[src/rtl/frame_scan_reader_pkg.sv]
// cam_pkg: shared definitions for the camera frame buffer read side.
//   IMAGE_WIDTH / IMAGE_HEIGHT : default frame geometry (row-major BRAM layout)
//   COL_BITS / ROW_BITS        : widths of the col/row coordinate outputs
//   pixel_t                    : 12-bit RGB444 pixel as stored in the frame BRAM
//   scan_state_t               : states of the read sequencer
package cam_pkg;

  localparam int IMAGE_WIDTH  = 320;
  localparam int IMAGE_HEIGHT = 240;
  localparam int COL_BITS     = 9;
  localparam int ROW_BITS     = 8;

  typedef struct packed {
    logic [3:0] r;
    logic [3:0] g;
    logic [3:0] b;
  } pixel_t;

  typedef enum logic [1:0] {
    IDLE,
    ISSUE,
    DRAIN,
    DONE
  } scan_state_t;

endpackage

[src/rtl/frame_scan_reader_if.sv]
// frame_scan_reader_if: bundles the frame trigger, the BRAM read port and the
// aligned pixel stream of frame_scan_reader.
//   master : the reader (takes frame_ready/bram_q, drives address and pixel stream)
//   slave  : the environment (camera write side, BRAM, pixel consumers)
interface frame_scan_reader_if #(
  parameter int ADDR_BITS = 17
);
  import cam_pkg::*;

  logic                 frame_ready;
  logic [ADDR_BITS-1:0] bram_rdaddress;
  pixel_t               bram_q;
  logic [ADDR_BITS-1:0] rdaddress;
  pixel_t               rddata;
  logic [COL_BITS-1:0]  col;
  logic [ROW_BITS-1:0]  row;
  logic                 pixel_valid;
  logic                 busy;
  logic                 frame_done;

  modport master (
    input  frame_ready, bram_q,
    output bram_rdaddress, rdaddress, rddata, col, row, pixel_valid, busy, frame_done
  );

  modport slave (
    output frame_ready, bram_q,
    input  bram_rdaddress, rdaddress, rddata, col, row, pixel_valid, busy, frame_done
  );

endinterface

[src/rtl/frame_scan_reader_align_pipe.sv]
// scan_align_pipe: DEPTH-stage shift register that delays the scan tag
// {valid, addr, col, row} so it lines up with BRAM read data.
//   clk, reset            : clock, synchronous active-high reset (clears all stages)
//   in_valid/addr/col/row : tag for the address issued this cycle
//   out_valid/addr/col/row: tag issued DEPTH cycles ago
module scan_align_pipe
  import cam_pkg::*;
#(
  parameter int DEPTH     = 2,
  parameter int ADDR_BITS = 17
) (
  input  logic                 clk,
  input  logic                 reset,
  input  logic                 in_valid,
  input  logic [ADDR_BITS-1:0] in_addr,
  input  logic [COL_BITS-1:0]  in_col,
  input  logic [ROW_BITS-1:0]  in_row,
  output logic                 out_valid,
  output logic [ADDR_BITS-1:0] out_addr,
  output logic [COL_BITS-1:0]  out_col,
  output logic [ROW_BITS-1:0]  out_row
);

  typedef struct packed {
    logic                 valid;
    logic [ADDR_BITS-1:0] addr;
    logic [COL_BITS-1:0]  col;
    logic [ROW_BITS-1:0]  row;
  } tag_t;

  tag_t stage_q [DEPTH];
  tag_t stage_d [DEPTH];

  always_comb begin
    stage_d[0] = '{valid: in_valid, addr: in_addr, col: in_col, row: in_row};
    for (int i = 1; i < DEPTH; i++) begin
      stage_d[i] = stage_q[i-1];
    end
  end

  always_ff @(posedge clk) begin
    if (reset) begin
      for (int i = 0; i < DEPTH; i++) begin
        stage_q[i] <= '0;
      end
    end else begin
      for (int i = 0; i < DEPTH; i++) begin
        stage_q[i] <= stage_d[i];
      end
    end
  end

  assign out_valid = stage_q[DEPTH-1].valid;
  assign out_addr  = stage_q[DEPTH-1].addr;
  assign out_col   = stage_q[DEPTH-1].col;
  assign out_row   = stage_q[DEPTH-1].row;

endmodule

[src/rtl/frame_scan_reader.sv]
// frame_scan_reader: read-side sequencer for the camera frame BRAM.
// Each accepted frame_ready sweeps BRAM addresses 0..N-1 once and presents
// every returned pixel with its address, column and row.
//   clk, reset          : clock, synchronous active-high reset
//   bus.frame_ready     : 1-cycle pulse, a complete frame is in BRAM
//   bus.bram_rdaddress  : BRAM read address (parked at 0 between scans)
//   bus.bram_q          : BRAM data, READ_LATENCY cycles after its address
//   bus.rdaddress/rddata/col/row/pixel_valid : aligned pixel stream
//   bus.busy            : scan in progress
//   bus.frame_done      : 1-cycle pulse after the last pixel of a scan
module frame_scan_reader #(
  parameter int IMAGE_WIDTH  = cam_pkg::IMAGE_WIDTH,
  parameter int IMAGE_HEIGHT = cam_pkg::IMAGE_HEIGHT,
  parameter int ADDR_BITS    = $clog2(IMAGE_WIDTH * IMAGE_HEIGHT),
  parameter int READ_LATENCY = 2
) (
  input  logic                clk,
  input  logic                reset,
  frame_scan_reader_if.master bus
);
  import cam_pkg::*;

  localparam int                   NUM_PIXELS = IMAGE_WIDTH * IMAGE_HEIGHT;
  localparam logic [ADDR_BITS-1:0] LAST_ADDR  = ADDR_BITS'(NUM_PIXELS - 1);
  localparam logic [COL_BITS-1:0]  LAST_COL   = COL_BITS'(IMAGE_WIDTH - 1);
  // DRAIN lasts READ_LATENCY+1 cycles: the pipe empties and the last pixel
  // also leaves the output register, so DONE falls on the cycle after it.
  localparam logic [2:0]           DRAIN_LAST = 3'(READ_LATENCY);

  scan_state_t          state_q, state_d;
  logic                 pending_q, pending_d;
  logic [ADDR_BITS-1:0] addr_q, addr_d;
  logic [COL_BITS-1:0]  col_cnt_q, col_cnt_d;
  logic [ROW_BITS-1:0]  row_cnt_q, row_cnt_d;
  logic [2:0]           drain_cnt_q, drain_cnt_d;

  logic                 tail_valid;
  logic [ADDR_BITS-1:0] tail_addr;
  logic [COL_BITS-1:0]  tail_col;
  logic [ROW_BITS-1:0]  tail_row;

  logic                 pixel_valid_q, pixel_valid_d;
  logic [ADDR_BITS-1:0] rdaddress_q, rdaddress_d;
  logic [COL_BITS-1:0]  out_col_q, out_col_d;
  logic [ROW_BITS-1:0]  out_row_q, out_row_d;
  pixel_t               rddata_q, rddata_d;

  // Sequencer: next state, address/col/row counters, pending request
  always_comb begin
    state_d     = state_q;
    pending_d   = pending_q;
    addr_d      = addr_q;
    col_cnt_d   = col_cnt_q;
    row_cnt_d   = row_cnt_q;
    drain_cnt_d = drain_cnt_q;
    case (state_q)
      IDLE: begin
        addr_d    = '0;
        col_cnt_d = '0;
        row_cnt_d = '0;
        if (bus.frame_ready || pending_q) begin
          state_d   = ISSUE;
          pending_d = 1'b0;
        end
      end
      ISSUE: begin
        if (bus.frame_ready) pending_d = 1'b1;
        if (addr_q == LAST_ADDR) begin
          // counters return to 0 so the read port parks at the latch address
          state_d     = DRAIN;
          addr_d      = '0;
          col_cnt_d   = '0;
          row_cnt_d   = '0;
          drain_cnt_d = '0;
        end else begin
          addr_d = addr_q + 1'b1;
          if (col_cnt_q == LAST_COL) begin
            col_cnt_d = '0;
            row_cnt_d = row_cnt_q + 1'b1;
          end else begin
            col_cnt_d = col_cnt_q + 1'b1;
          end
        end
      end
      DRAIN: begin
        if (bus.frame_ready) pending_d = 1'b1;
        if (drain_cnt_q == DRAIN_LAST) begin
          state_d = DONE;
        end else begin
          drain_cnt_d = drain_cnt_q + 1'b1;
        end
      end
      DONE: begin
        // a request collected during the scan (or arriving now) starts the
        // next sweep immediately, without passing through IDLE
        if (bus.frame_ready || pending_q) begin
          state_d   = ISSUE;
          pending_d = 1'b0;
        end else begin
          state_d = IDLE;
        end
      end
      default: state_d = IDLE;
    endcase
  end

  scan_align_pipe #(
    .DEPTH     (READ_LATENCY),
    .ADDR_BITS (ADDR_BITS)
  ) u_align (
    .clk       (clk),
    .reset     (reset),
    .in_valid  (state_q == ISSUE),
    .in_addr   (addr_q),
    .in_col    (col_cnt_q),
    .in_row    (row_cnt_q),
    .out_valid (tail_valid),
    .out_addr  (tail_addr),
    .out_col   (tail_col),
    .out_row   (tail_row)
  );

  // Output stage: coordinates forced to 0 outside an active scan
  always_comb begin
    pixel_valid_d = tail_valid;
    rdaddress_d   = tail_valid ? tail_addr : '0;
    out_col_d     = tail_valid ? tail_col  : '0;
    out_row_d     = tail_valid ? tail_row  : '0;
    rddata_d      = bus.bram_q;
  end

  always_ff @(posedge clk) begin
    if (reset) begin
      state_q       <= IDLE;
      pending_q     <= 1'b0;
      addr_q        <= '0;
      col_cnt_q     <= '0;
      row_cnt_q     <= '0;
      drain_cnt_q   <= '0;
      pixel_valid_q <= 1'b0;
      rdaddress_q   <= '0;
      out_col_q     <= '0;
      out_row_q     <= '0;
      rddata_q      <= '0;
    end else begin
      state_q       <= state_d;
      pending_q     <= pending_d;
      addr_q        <= addr_d;
      col_cnt_q     <= col_cnt_d;
      row_cnt_q     <= row_cnt_d;
      drain_cnt_q   <= drain_cnt_d;
      pixel_valid_q <= pixel_valid_d;
      rdaddress_q   <= rdaddress_d;
      out_col_q     <= out_col_d;
      out_row_q     <= out_row_d;
      rddata_q      <= rddata_d;
    end
  end

  assign bus.bram_rdaddress = addr_q;
  assign bus.rdaddress      = rdaddress_q;
  assign bus.rddata         = rddata_q;
  assign bus.col            = out_col_q;
  assign bus.row            = out_row_q;
  assign bus.pixel_valid    = pixel_valid_q;
  assign bus.busy           = (state_q != IDLE);
  assign bus.frame_done     = (state_q == DONE);

endmodule

[src/flat_wrapper.sv]
// flat-port wrapper written by rule: the top's interface ports become plain ports
module frame_scan_reader_flat import cam_pkg::*;
#(
  parameter int IMAGE_WIDTH  = cam_pkg::IMAGE_WIDTH,
  parameter int IMAGE_HEIGHT = cam_pkg::IMAGE_HEIGHT,
  parameter int ADDR_BITS    = $clog2(IMAGE_WIDTH * IMAGE_HEIGHT),
  parameter int READ_LATENCY = 2
)
  (clk, reset, bus_frame_ready, bus_bram_q, bus_bram_rdaddress, bus_rdaddress, bus_rddata, bus_col, bus_row, bus_pixel_valid, bus_busy, bus_frame_done);
  frame_scan_reader_if #(.ADDR_BITS(ADDR_BITS)) bus_i ();
  input  logic clk;
  input  logic reset;
  input wire logic [$bits(bus_i.frame_ready)-1:0] bus_frame_ready;
  input wire logic [$bits(bus_i.bram_q)-1:0] bus_bram_q;
  output wire logic [$bits(bus_i.bram_rdaddress)-1:0] bus_bram_rdaddress;
  output wire logic [$bits(bus_i.rdaddress)-1:0] bus_rdaddress;
  output wire logic [$bits(bus_i.rddata)-1:0] bus_rddata;
  output wire logic [$bits(bus_i.col)-1:0] bus_col;
  output wire logic [$bits(bus_i.row)-1:0] bus_row;
  output wire logic [$bits(bus_i.pixel_valid)-1:0] bus_pixel_valid;
  output wire logic [$bits(bus_i.busy)-1:0] bus_busy;
  output wire logic [$bits(bus_i.frame_done)-1:0] bus_frame_done;
  assign bus_i.frame_ready = bus_frame_ready;
  assign bus_i.bram_q = bus_bram_q;
  assign bus_bram_rdaddress = bus_i.bram_rdaddress;
  assign bus_rdaddress = bus_i.rdaddress;
  assign bus_rddata = bus_i.rddata;
  assign bus_col = bus_i.col;
  assign bus_row = bus_i.row;
  assign bus_pixel_valid = bus_i.pixel_valid;
  assign bus_busy = bus_i.busy;
  assign bus_frame_done = bus_i.frame_done;
  frame_scan_reader #(.IMAGE_WIDTH(IMAGE_WIDTH), .IMAGE_HEIGHT(IMAGE_HEIGHT), .ADDR_BITS(ADDR_BITS), .READ_LATENCY(READ_LATENCY)) u_core (.clk(clk), .reset(reset), .bus(bus_i));
endmodule
[config.mk]
export PLATFORM = sky130hd
export DESIGN_NAME = frame_scan_reader_flat
export DESIGN_NICKNAME = d
export VERILOG_FILES = /design/src/rtl/frame_scan_reader_pkg.sv /design/src/rtl/frame_scan_reader_if.sv /design/src/rtl/frame_scan_reader_align_pipe.sv /design/src/rtl/frame_scan_reader.sv /design/src/flat_wrapper.sv
export SDC_FILE = /design/constraint.sdc
export NUM_CORES = 1
export LEC_CHECK = 0
export ABC_CLOCK_PERIOD_IN_PS = 2470
export BUFFER_PORTS_ARGS = -buffer_cell sky130_fd_sc_hd__buf_2
export CAP_MARGIN = 40
export CORE_AREA = 5 5 130 119
export CTS_BUF_LIST = sky130_fd_sc_hd__clkbuf_4 sky130_fd_sc_hd__clkbuf_8
export DETAILED_ROUTE_END_ITERATION = 16
export DIE_AREA = 0 0 135 124
export HOLD_SLACK_MARGIN = 0.03
export RECOVER_POWER = 25
export SETUP_SLACK_MARGIN = 0.1
export SYNTH_ARGS = -nofsm -noshare
export SYNTH_HDL_FRONTEND = slang
export SYNTH_SLANG_ARGS = --single-unit
[constraint.sdc]
create_clock -name clk -period 2.47 [get_ports clk]
set_input_delay 0.1235 -clock clk [delete_from_list [all_inputs] [get_ports clk]]
set_output_delay 0.1235 -clock clk [all_outputs]
set_load 0.01 [all_outputs]
==> metrics.md, run 1 <==
| Metric | Value |
|---|---|
| Power per unit of standard cell area | `827 mW/mm^2` |
| Tightest Hold Check Type | `in2reg` |
| Clock sinks | `157` |
| Largest driver fanout on the critical path | `16` |
| Max-Slew Margin vs Limit | `28.4%` |
| Layout net count | `619` |
| Most instantiated cells after synthesis | `157 x sky130_fd_sc_hd__dfxtp_1, 77 x sky130_fd_sc_hd__nor2b_1, 36 x sky130_fd_sc_hd__and2_1` |
| Initial core utilization | `38.3%` |
| Quantity of I/O buffers inserted on ports | `80` |
| Final count of negative-setup-slack endpoints | `0` |
| Level count of the clock H-tree | `4` |
| Number of library cell types mapped by synthesis | `51` |
| Total Die Area | `0.0167 sq mm` |
| Share of the synthesized area in compound gates (AO/OA/AOI/OAI) | `6.23%` |
| Core footprint | `0.0139 sq mm` |
| Beginning of the worst register-to-register path | `u_core.bus.bram_rdaddress[0]$_SDFFE_PP0P_` |
| Top area cells in the synthesized netlist | `sky130_fd_sc_hd__dfxtp_1 59%, sky130_fd_sc_hd__nor2b_1 9.1%, sky130_fd_sc_hd__and2_1 4.2%` |
| Per-instance average area after synthesis | `10.4 sq um` |
| Depth of the worst register-to-register path | `6` |
| Placement Cell Area | `0.00580 sq mm` |
| Final clock period utilization by the worst path | `85.1%` |
| Proportion of netlist area held by the largest area contributor | `59.1%` |
| Global placer's final weighted congestion | `0.819` |
| Inserted Clock Buffers | `17` |
| Crit path cell chain | `ha_1 > nand3_1 > nor2_2 > a21oi_4 > or4b_1 > a21oi_1` |
| Insertion delay of the later-clocked pin in the worst-skew pair | `0.44 ns` |
| Transition at the pin with the smallest max-transition slack | `1.07 ns` |
| Commonest register cell after synthesis | `sky130_fd_sc_hd__dfxtp_1` |
| Setup slack, reg-to-reg | `0.37 ns` |
| Global-route wire length before repair | `16.5 mm` |
| Achievable Freq | `476 MHz` |
| Total length of routed wires | `9.83 mm` |
| Buffer count from post-CTS setup fixing | `0` |
| Required time worst endpoint | `2.83 ns` |
| Largest net degree at the start of global routing | `47` |
| Final period demand of the worst path | `2.10 ns` |
| Buffer cell driving the clock tree root | `sky130_fd_sc_hd__clkbuf_8` |
| Post-Route Hold Slack | `0.114 ns` |
| TritonCTS clock tree | `done` |
| Via count of the routed design | `3576` |
| Max Slew Vio Count | `0` |
| Die outline width | `135 microns` |
| Worst setup timing slack at the placement stage | `0.338 ns` |
| Count of buffer and inverter cells on the critical path | `0` |
| Synth Net Count | `539` |
| EDFF count, synth | `0` |
| Netlist area before placement | `0.00532 sq mm` |
| Multiplexer area fraction after synthesis | `0.376%` |
| Number of design-rule violations left by the first detailed-router iteration | `180` |
| Clock transition at the registers of the reported paths | `0.08 ns` |
| Total power draw | `0.00522 W` |
| Sequential cell area fraction in the yosys report | `59.1%` |
| Initial antenna violation count | `0` |
| Capture point of the worst reg-to-reg path | `u_core.drain_cnt_q[0]$_SDFFE_PP0P_` |
| Number of failing hold endpoints at the final stage | `0` |
| Largest family of logic cells by synthesized area | `simple AND/OR/NAND/NOR gates` |
| Run status | `finished, final reports clean` |
| Proportion of synthesized flip-flops having asynchronous set or reset | `0%` |
| Leakage power figure | `2.63 nW` |
| Total global-route track usage | `12.6%` |
| Count of unresolved DRC violations after routing | `0` |
| Launching element of the worst setup path | `u_core.bus.bram_rdaddress[0]$_SDFFE_PP0P_` |
| Setup repair after global routing missed its margin | `false` |
| Post-Synth Simple-Gate Area | `24.9%` |
| Kind of cell with the highest combined delay on the critical path | `simple AND/OR/NAND/NOR gates` |
| Fraction of layout cells with a size suffix above 1 | `21.0%` |
| Die height | `124 microns` |
| Avg Vias per Cell | `4.48` |
| Synth warn | `0` |
| Synthesized flop and latch total | `157` |
| Setup clock skew after layout | `0.0134 ns` |
| Arrival time at the worst endpoint | `2.46 ns` |
| Gate count of the mapped netlist | `514` |
| VDD IR-drop max | `0.000350 V` |
| Dominant cell type by area after synthesis | `sky130_fd_sc_hd__dfxtp_1` |
| Worst setup EP type | `flop` |
| Sort of element at the start of the critical path | `flop` |
| Clock Tree Buf Depth | `2` |
| # fillers | `1311` |
| Synth Area in Adders | `2.35%` |
| # IOs | `81` |
| Cell with the most instances after synthesis | `sky130_fd_sc_hd__dfxtp_1` |
| End of the critical path | `u_core.drain_cnt_q[0]$_SDFFE_PP0P_` |
| Worst setup path category | `reg2reg` |
| Detail Placement HPWL | `6.72 mm` |
| Number of global-route vias before repair | `3419` |
| Critical-path top delay cell | `sky130_fd_sc_hd__or4b_1` |
| Area Overhead vs Synth | `18.6%` |
| Reported max-cap violation count | `0` |
| Remaining number of nets flagged by the antenna check after routing | `0` |
| Worst stage delay on the critical path | `0.53 ns` |
| Final sum of negative setup slack | `0 ns` |
| Iteration count of the initial detailed-routing pass | `4` |
| Final Instance Area | `0.00631 sq mm` |
| Worst Slack Setup Final | `0.369 ns` |
| Floorplan row count | `41` |
| Post-Synth XOR/XNOR Area | `2.14%` |
| Average routed wire per standard cell | `12.3 microns` |
| Gr ovfl total | `0` |
| Depth of the critical timing path with buffers and inverters included | `6` |
| # diodes | `0` |
[power breakdown]
group          switching [W]  total (W)  leakage (nW)  internal [W]
sequential         0.0000457    0.00264          1.27       0.00259
clock               0.000896    0.00179         0.193      0.000897
combinational       0.000515   0.000788          1.16      0.000273
total                0.00146    0.00522          2.63       0.00376
[logic make-up after synthesis]
family | after synthesis
buffers and inverters | 51
and+or+nand+nor | 229
DFF | 157
muxes | 2
xor gates and xnor gates | 13
adders and majority gates | 10
AOI/OAI and AO/OA | 52
[layer usage]
layer / global-route usage (%) / routed length, microns / part of all wire, % / up-vias
li1: - / - / - / 1844
met1: 15.7 / 4530 / 46 / 1637
met2: 19.4 / 4560 / 46 / 91
met3: 5.01 / 670 / 6.8 / 4
met4: 5.60 / 74 / 0.75 / 0
met5: 0 / 0 / 0 / -
[sequential cells by signal (all words and copies together) (netlist names)]
register                   flops
u_core.state_q                 2
u_core.pending_q               1
u_core.col_cnt_q               9
u_core.bus.rdaddress          17
u_core.drain_cnt_q             3
u_core.bus.pixel_valid         1
u_core.bus.row                 8
u_core.row_cnt_q               8
u_core.bus.col                 9
u_core.u_align.stage_q        70
u_core.bus.bram_rdaddress     17
u_core.bus.rddata             12
[stage by stage]
stage	std cells	util, %
3_3_place_gp	755	41.7
5_1_grt	798	45.4
4_1_cts	798	45.3
6_report	798	45.4
3_5_place_dp	755	41.7
2_1_floorplan	514	-
[timing repair]
| item | 4_1_cts | 5_1_grt |
|---|---|---|
| hold endpoints to repair | 13 | 0 |
| endpoints found under the setup margin | 0 | 4 |
| hold buffers | 13 | 0 |
| gates resized for setup | 0 | 2 |
[final cells by class]
type / count / area [sq um] / area share (%)
sequential: 157 / 3140 / 49.8
multi-input combinational: 306 / 1930 / 30.7
timing repair buffer: 98 / 567 / 8.98
clock buffer: 22 / 290 / 4.60
tap: 193 / 241 / 3.83
clock inverter: 8 / 82.6 / 1.31
inverter: 14 / 52.6 / 0.833
[layout by cell type, fill, tap and decap left out, types with 13 or more instances in the layout]
master,Yosys,final
sky130_fd_sc_hd__inv_1,14,14
sky130_fd_sc_hd__clkbuf_8,0,20
sky130_fd_sc_hd__dlygate4sd3_1,0,13
sky130_fd_sc_hd__nand3_1,25,25
sky130_fd_sc_hd__nor2b_1,77,76
sky130_fd_sc_hd__o21ai_0,15,15
sky130_fd_sc_hd__nand2_1,20,20
sky130_fd_sc_hd__buf_2,3,79
sky130_fd_sc_hd__nor2_1,29,29
sky130_fd_sc_hd__and2_1,36,36
sky130_fd_sc_hd__dfxtp_1,157,157
[worst min path at each step]
stage | to | start | cells past startpoint
after global placement | u_core.bus.rddata[1]$_SDFF_PP0_ | bus_bram_q[1] | 2
after floorplan | u_core.bus.rddata[0]$_SDFF_PP0_ | bus_bram_q[0] | 1
after global routing | u_core.u_align.stage_q[0][7]$_SDFF_PP0_ | reset | 2
after CTS | u_core.u_align.stage_q[0][28]$_SDFF_PP0_ | reset | 2
final | u_core.u_align.stage_q[0][3]$_SDFF_PP0_ | reset | 2
after detailed placement | u_core.bus.rddata[1]$_SDFF_PP0_ | bus_bram_q[1] | 2
(Power assumes the default switching activity.)
==> run 2: changes to the inputs <==
Settings changed: CELL_PAD_IN_SITES_DETAIL_PLACEMENT set to 0, CELL_PAD_IN_SITES_GLOBAL_PLACEMENT set to 1, GPL_TIMING_DRIVEN set to 1, PLACE_DENSITY_LB_ADDON set to 0.1.
==> run 2 against run 1 <==
Effect of this change:
- clock skew is 0.0020 ns lower
- power rose by 1.9%
- setup slack lost 0.00053 ns
- first-iteration DRC count fell by 2.8%
- utilization is 0.33 points higher
- sequential power is essentially flat
- worst hold slack improved by 0.12 ns
- final cell count is 0.50% higher
- cell area rose by 0.73%
- maximum frequency about the same
- highest routed layer unchanged
==> metrics.md, run 2 (synthesized netlist as in run 1, its figures left out) <==
| Metric | Value |
|---|---|
| Worst setup EP type | `flop` |
| Setup clock skew after layout | `0.0113 ns` |
| Post-layout instance count excluding filler cells | `802` |
| Sort of element at the start of the critical path | `flop` |
| Total placed cells including tap cells | `758` |
| Tightest Hold Check Type | `in2reg` |
| Die height | `124 microns` |
| # IOs | `81` |
| Clock Tree Buf Depth | `2` |
| Number of failing hold endpoints at the final stage | `0` |
| Register with the highest flop count | `u_core.u_align.stage_q` |
| Number of design-rule violations left by the first detailed-router iteration | `175` |
| End of the critical path | `u_core.row_cnt_q[3]$_SDFFE_PP0P_` |
| Largest net degree at the start of global routing | `86` |
| Initial core utilization | `38.3%` |
| Worst setup timing slack at the placement stage | `0.297 ns` |
| Floorplan row count | `41` |
| Area Overhead vs Synth | `19.4%` |
| TritonCTS clock tree | `done` |
| Clock sinks | `157` |
| Max-Slew Margin vs Limit | `49.2%` |
| Achievable Freq | `476 MHz` |
| Gr ovfl total | `0` |
| Fraction of layout cells with a size suffix above 1 | `21.5%` |
| Inserted Clock Buffers | `17` |
| Quantity of I/O buffers inserted on ports | `80` |
| Arrival time at the worst endpoint | `2.47 ns` |
| Beginning of the worst register-to-register path | `u_core.state_q[1]$_SDFFE_PP0P_` |
| Capture point of the worst reg-to-reg path | `u_core.row_cnt_q[3]$_SDFFE_PP0P_` |
| Run status | `finished, final reports clean` |
| Die outline width | `135 microns` |
| Insertion delay of the later-clocked pin in the worst-skew pair | `0.44 ns` |
| Transition at the pin with the smallest max-transition slack | `0.762 ns` |
| Commonest non-fill, non-tap cell in the layout | `sky130_fd_sc_hd__dfxtp_1` |
| Top library cells by usage in the layout, fill and taps aside | `157 x sky130_fd_sc_hd__dfxtp_1, 79 x sky130_fd_sc_hd__buf_2, 76 x sky130_fd_sc_hd__nor2b_1, 36 x sky130_fd_sc_hd__and2_1, 29 x sky130_fd_sc_hd__nor2_1` |
| Final clock period utilization by the worst path | `85.1%` |
| Largest driver fanout on the critical path | `6` |
| Setup slack, reg-to-reg | `0.37 ns` |
| Average routed wire per standard cell | `13.2 microns` |
| Remaining number of nets flagged by the antenna check after routing | `0` |
| Sequential standard cell area | `0.00314 sq mm` |
| Layout net count | `622` |
| Via count of the routed design | `3549` |
| Final count of negative-setup-slack endpoints | `0` |
| Total global-route track usage | `13.4%` |
| Max FFs per register | `70` |
| Total length of routed wires | `10.6 mm` |
| # diodes | `0` |
| Worst setup path category | `reg2reg` |
| Leakage power figure | `2.65 nW` |
| Required time worst endpoint | `2.83 ns` |
| Max Slew Vio Count | `0` |
| Core footprint | `0.0139 sq mm` |
| Count of unresolved DRC violations after routing | `0` |
| Setup repair after global routing missed its margin | `false` |
| Hold depth | `2` |
| Area taken by multi-input logic gates | `0.00193 sq mm` |
| Global placer's final weighted congestion | `0.825` |
| Avg Vias per Cell | `4.43` |
| Launching element of the worst setup path | `u_core.state_q[1]$_SDFFE_PP0P_` |
| Detail Placement HPWL | `7.18 mm` |
| Final sum of negative setup slack | `0 ns` |
| # fillers | `1346` |
| Level count of the clock H-tree | `4` |
| VDD IR-drop max | `0.000348 V` |
| Power per unit of standard cell area | `836 mW/mm^2` |
| Buffer cell driving the clock tree root | `sky130_fd_sc_hd__clkbuf_8` |
| Depth of the worst register-to-register path | `7` |
| Number of global-route vias before repair | `3467` |
| Iteration count of the initial detailed-routing pass | `4` |
| Total Die Area | `0.0167 sq mm` |
| Final period demand of the worst path | `2.10 ns` |
| Global-route wire length before repair | `17.6 mm` |
| Initial antenna violation count | `0` |
| Reported max-cap violation count | `0` |
| Worst Slack Setup Final | `0.368 ns` |
| Clock transition at the registers of the reported paths | `0.08 ns` |
-- run 2: cell count changes in the layout (fill, tap and decap cells not counted) --
cell,change
sky130_fd_sc_hd__buf_4,+2
sky130_fd_sc_hd__clkbuf_4,-2
sky130_fd_sc_hd__clkinv_4,+2
sky130_fd_sc_hd__a21boi_2,+1
sky130_fd_sc_hd__a21boi_4,-1
sky130_fd_sc_hd__buf_12,+1
sky130_fd_sc_hd__clkbuf_8,+1
sky130_fd_sc_hd__clkinv_2,-1
sky130_fd_sc_hd__clkinvlp_4,+1
-- run 2: worst max-delay path, stage by stage, from the launching register on --
cell,delay (ns)
sky130_fd_sc_hd__dfxtp_1,0.35
sky130_fd_sc_hd__inv_1,0.11
sky130_fd_sc_hd__ha_1,0.28
sky130_fd_sc_hd__inv_1,0.17
sky130_fd_sc_hd__nor2_1,0.23
sky130_fd_sc_hd__o21ai_1,0.24
sky130_fd_sc_hd__or4_1,0.55
sky130_fd_sc_hd__o211ai_1,0.10
-- run 2: worst min-delay path by stage --
| stage | startpoint | end |
|---|---|---|
| 2_1_floorplan | bus_bram_q[0] | u_core.bus.rddata[0]$_SDFF_PP0_ |
| 3_3_place_gp | bus_bram_q[1] | u_core.bus.rddata[1]$_SDFF_PP0_ |
| 3_5_place_dp | bus_bram_q[1] | u_core.bus.rddata[1]$_SDFF_PP0_ |
| 4_1_cts | reset | u_core.bus.rddata[7]$_SDFF_PP0_ |
| 5_1_grt | reset | u_core.bus.rddata[9]$_SDFF_PP0_ |
| 6_report | reset | u_core.bus.rddata[7]$_SDFF_PP0_ |
-- run 2: final cells by class --
class                           count  area share, %
Sequential cell                   157           49.4
Multi-Input combinational cell    306           30.3
Timing Repair Buffer              101           9.47
Clock buffer                       21           4.55
Tap cell                          193           3.80
Clock inverter                     10           1.61
Inverter                           14          0.827
-- run 2: report_power, final --
part	total, W	leakage, nW	internal [W]	switching, W
sequential	0.00264	1.27	0.00259	0.0000478
clock	0.00185	0.195	0.000912	0.000937
combinational	0.000828	1.18	0.000294	0.000534
-- run 2: timing repair --
action	4_1_cts	5_1_grt
hold buffers	13	0
endpoints found under the hold margin	13	0
gates resized for setup	0	1
setup endpoints to repair	0	3
buffers inserted	0	0
-- run 2: layer usage --
| metal | vias to the layer above | routed length [microns] | GRT usage, % |
|---|---|---|---|
| met2 | 75 | 4580 | 19.8 |
| met5 | - | 0 | 0 |
| met3 | 8 | 575 | 4.64 |
| li1 | 1853 | - | - |
| met1 | 1613 | 5340 | 18.5 |
| met4 | 0 | 110 | 4.41 |
-- run 2: metrics by stage --
| step | hold slack (ns) | total power (W) | util (%) | instance area (sq um) |
|---|---|---|---|---|
| finish | 0.229 | 0.00532 | 45.7 | 6360 |
| global route | 0.246 | 0.00560 | 45.7 | 6360 |
| CTS | 0.0373 | 0.00538 | 45.7 | 6350 |
| detailed placement | 0.338 | 0.00351 | 41.9 | 5830 |
| global placement | 0.331 | 0.00349 | 41.9 | 5830 |
| floorplan | 0.252 | 0.00324 | - | 5320 |
==> run 3: changes to the inputs <==
--- a/config.mk
+++ b/config.mk
@@ -12,6 +12,6 @@
 export CELL_PAD_IN_SITES_GLOBAL_PLACEMENT = 1
-export CORE_AREA = 5 5 130 119
+export CORE_AREA = 2 2 127 116
 export CTS_BUF_LIST = sky130_fd_sc_hd__clkbuf_4 sky130_fd_sc_hd__clkbuf_8
 export DETAILED_ROUTE_END_ITERATION = 16
-export DIE_AREA = 0 0 135 124
+export DIE_AREA = 0 0 129 118
 export GPL_TIMING_DRIVEN = 1
@@ -21,2 +21,3 @@
 export SETUP_SLACK_MARGIN = 0.1
+export SLEW_MARGIN = 20
 export SYNTH_ARGS = -nofsm -noshare
==> constraint.sdc (replaced) <==
create_clock -name clk -period 2.47 [get_ports clk]
set_input_delay 0.3705 -clock clk [delete_from_list [all_inputs] [get_ports clk]]
set_output_delay 0.3705 -clock clk [all_outputs]
set_load 0.01 [all_outputs]
==> run 3 against run 2 <==
Effect of this change:
- final cell count shrank 1.2%
- routed wire length decreased by 2.6%
- combinational power shrank 6.2%
- setup slack worse by 0.056 ns
- non-clock buffer count is 11 lower
- critical path depth decreased by 2
- sequential cell count unchanged
- clock skew grew 0.0014 ns
- global-route usage increased by 1.5 points
- largest cell class unchanged
- highest routed layer unchanged
==> metrics.md, run 3 (synthesized netlist as in run 1, its figures left out) <==
| Metric | Value |
|---|---|
| # fillers | `1370` |
| Clock transition at the registers of the reported paths | `0.08 ns` |
| Buffer cell driving the clock tree root | `sky130_fd_sc_hd__clkbuf_8` |
| Number of global-route vias before repair | `3470` |
| # diodes | `0` |
| Sort of element at the start of the critical path | `flop` |
| Count of unresolved DRC violations after routing | `0` |
| End of the critical path | `u_core.bus.bram_rdaddress[5]$_SDFFE_PP0P_` |
| Worst setup timing slack at the placement stage | `0.303 ns` |
| Global-route wire length before repair | `17.8 mm` |
| Tightest Hold Check Type | `in2reg` |
| Worst Slack Setup Final | `0.312 ns` |
| Worst setup path category | `reg2reg` |
| Launching element of the worst setup path | `u_core.bus.bram_rdaddress[10]$_SDFFE_PP0P_` |
| Power per unit of standard cell area | `849 mW/mm^2` |
| Final clock period utilization by the worst path | `87.4%` |
| Top library cells by usage in the layout, fill and taps aside | `157 x sky130_fd_sc_hd__dfxtp_1, 79 x sky130_fd_sc_hd__buf_2, 76 x sky130_fd_sc_hd__nor2b_1, 34 x sky130_fd_sc_hd__and2_1, 29 x sky130_fd_sc_hd__nor2_1` |
| Clock Tree Buf Depth | `2` |
| Final period demand of the worst path | `2.16 ns` |
| Crit path cell chain | `and4bb_2 > and4_4 > a21oi_2 > o21ai_0 > nor2_1` |
| Gr ovfl total | `0` |
| Number of design-rule violations left by the first detailed-router iteration | `157` |
| Capture point of the worst reg-to-reg path | `u_core.bus.bram_rdaddress[5]$_SDFFE_PP0P_` |
| Gates resized, CTS repair | `0` |
| Share of the core filled with cells | `44.7%` |
| Via count of the routed design | `3538` |
| Placement Cell Area | `0.00584 sq mm` |
| Achievable Freq | `463 MHz` |
| Reported max-cap violation count | `0` |
| TritonCTS clock tree | `done` |
| Fraction of layout cells with a size suffix above 1 | `22.2%` |
| Total length of routed wires | `10.3 mm` |
| Setup repair after global routing missed its margin | `false` |
| Final sum of negative setup slack | `0 ns` |
| Die height | `118 microns` |
| Initial antenna violation count | `0` |
| Leakage power figure | `2.58 nW` |
| Final Instance Area | `0.00621 sq mm` |
| Critical-path top delay cell | `sky130_fd_sc_hd__a21oi_2` |
| Level count of the clock H-tree | `4` |
| Floorplan row count | `41` |
| Initial core utilization | `38.3%` |
| Commonest non-fill, non-tap cell in the layout | `sky130_fd_sc_hd__dfxtp_1` |
| Sequential standard cell area | `0.00314 sq mm` |
| Required time worst endpoint | `2.85 ns` |
| Setup slack, reg-to-reg | `0.31 ns` |
| Die outline width | `129 microns` |
| Max-Slew Margin vs Limit | `26.9%` |
| Iteration count of the initial detailed-routing pass | `4` |
| Worst setup EP type | `flop` |
| Run status | `finished, final reports clean` |
| Largest net degree at the start of global routing | `40` |
| Beginning of the worst register-to-register path | `u_core.bus.bram_rdaddress[10]$_SDFFE_PP0P_` |
| Number of failing hold endpoints at the final stage | `0` |
| Area Overhead vs Synth | `16.7%` |
| Final count of negative-setup-slack endpoints | `0` |
| Total global-route track usage | `15.0%` |
| Register with the highest flop count | `u_core.u_align.stage_q` |
| Quantity of I/O buffers inserted on ports | `80` |
| Global placer's final weighted congestion | `0.819` |
| Worst stage delay on the critical path | `0.60 ns` |
| Area taken by multi-input logic gates | `0.00192 sq mm` |
| Clock sinks | `157` |
| Avg Vias per Cell | `4.47` |
| Remaining number of nets flagged by the antenna check after routing | `0` |
| Largest driver fanout on the critical path | `16` |
| Buffer count from post-CTS setup fixing | `0` |
| Average routed wire per standard cell | `13.0 microns` |
| Number of hold buffers added after cts | `0` |
| Total Die Area | `0.0152 sq mm` |
| Insertion delay of the later-clocked pin in the worst-skew pair | `0.45 ns` |
| Depth of the worst register-to-register path | `5` |
| Detail Placement HPWL | `7.09 mm` |
| Inserted Clock Buffers | `17` |
| Transition at the pin with the smallest max-transition slack | `1.09 ns` |
| Max FFs per register | `70` |
| # IOs | `81` |
| Setup clock skew after layout | `0.0128 ns` |
| Core footprint | `0.0139 sq mm` |
| Max Slew Vio Count | `0` |
| VDD IR-drop max | `0.000346 V` |
| Arrival time at the worst endpoint | `2.53 ns` |
| Layout net count | `611` |
[run 3: cell types whose count changed in the layout (fill, tap and decap cells not counted), moves of 2 or more]
cell                            delta
sky130_fd_sc_hd__clkinv_4          -3
sky130_fd_sc_hd__inv_6             +2
sky130_fd_sc_hd__and2_0            +2
sky130_fd_sc_hd__dlygate4sd3_1    -13
sky130_fd_sc_hd__clkbuf_8          -2
sky130_fd_sc_hd__and2_1            -2
sky130_fd_sc_hd__clkinvlp_4        +3
[run 3: worst min path at each step]
stage | cells after the start | endpoint | start
2_1_floorplan | 1 | u_core.bus.col[0]$_SDFF_PP0_ | u_core.u_align.stage_q[0][43]$_SDFF_PP0_
3_3_place_gp | 1 | u_core.bus.col[4]$_SDFF_PP0_ | u_core.u_align.stage_q[0][47]$_SDFF_PP0_
3_5_place_dp | 1 | u_core.bus.col[8]$_SDFF_PP0_ | u_core.u_align.stage_q[0][51]$_SDFF_PP0_
4_1_cts | 2 | u_core.bus.rddata[1]$_SDFF_PP0_ | bus_bram_q[1]
5_1_grt | 2 | u_core.bus.rddata[5]$_SDFF_PP0_ | bus_bram_q[5]
6_report | 2 | u_core.bus.rddata[1]$_SDFF_PP0_ | bus_bram_q[1]
[run 3: area by class of cell]
cell class	count	area share [%]
Sequential cell	157	50.6
Multi-Input combinational cell	306	30.9
Timing Repair Buffer	90	7.53
Clock buffer	19	4.21
Tap cell	193	3.89
Clock inverter	13	2.05
Inverter	14	0.846
[run 3: metrics by stage]
| step | power [W] | hold WS, ns | std cells |
|---|---|---|---|
| 2_1_floorplan | 0.00324 | 0.406 | 514 |
| 3_3_place_gp | 0.00347 | 0.408 | 760 |
| 3_5_place_dp | 0.00349 | 0.410 | 760 |
| 4_1_cts | 0.00536 | 0.0951 | 792 |
| 5_1_grt | 0.00557 | 0.112 | 792 |
| 6_report | 0.00527 | 0.125 | 792 |
[run 3: report_power, final]
group | switching [W] | internal [W]
combinational | 0.000518 | 0.000259
sequential | 0.0000476 | 0.00259
clock | 0.000986 | 0.000869
[run 3: layer usage]
metal	share of wire [%]	routed length (microns)	GRT usage (%)	vias up
li1	-	-	-	1832
met1	51	5220	21.0	1619
met2	43	4450	21.4	72
met3	4.8	497	4.50	15
met4	1.6	168	5.98	0
met5	0	0	0	-
[run 3: worst max-delay path, delay by kind of cell (launching register included)]
family           cells  cell delay, ns
AO/OA/AOI/OAI        2            1.00
AND/OR/NAND/NOR      3            0.66
flip-flops           1            0.44
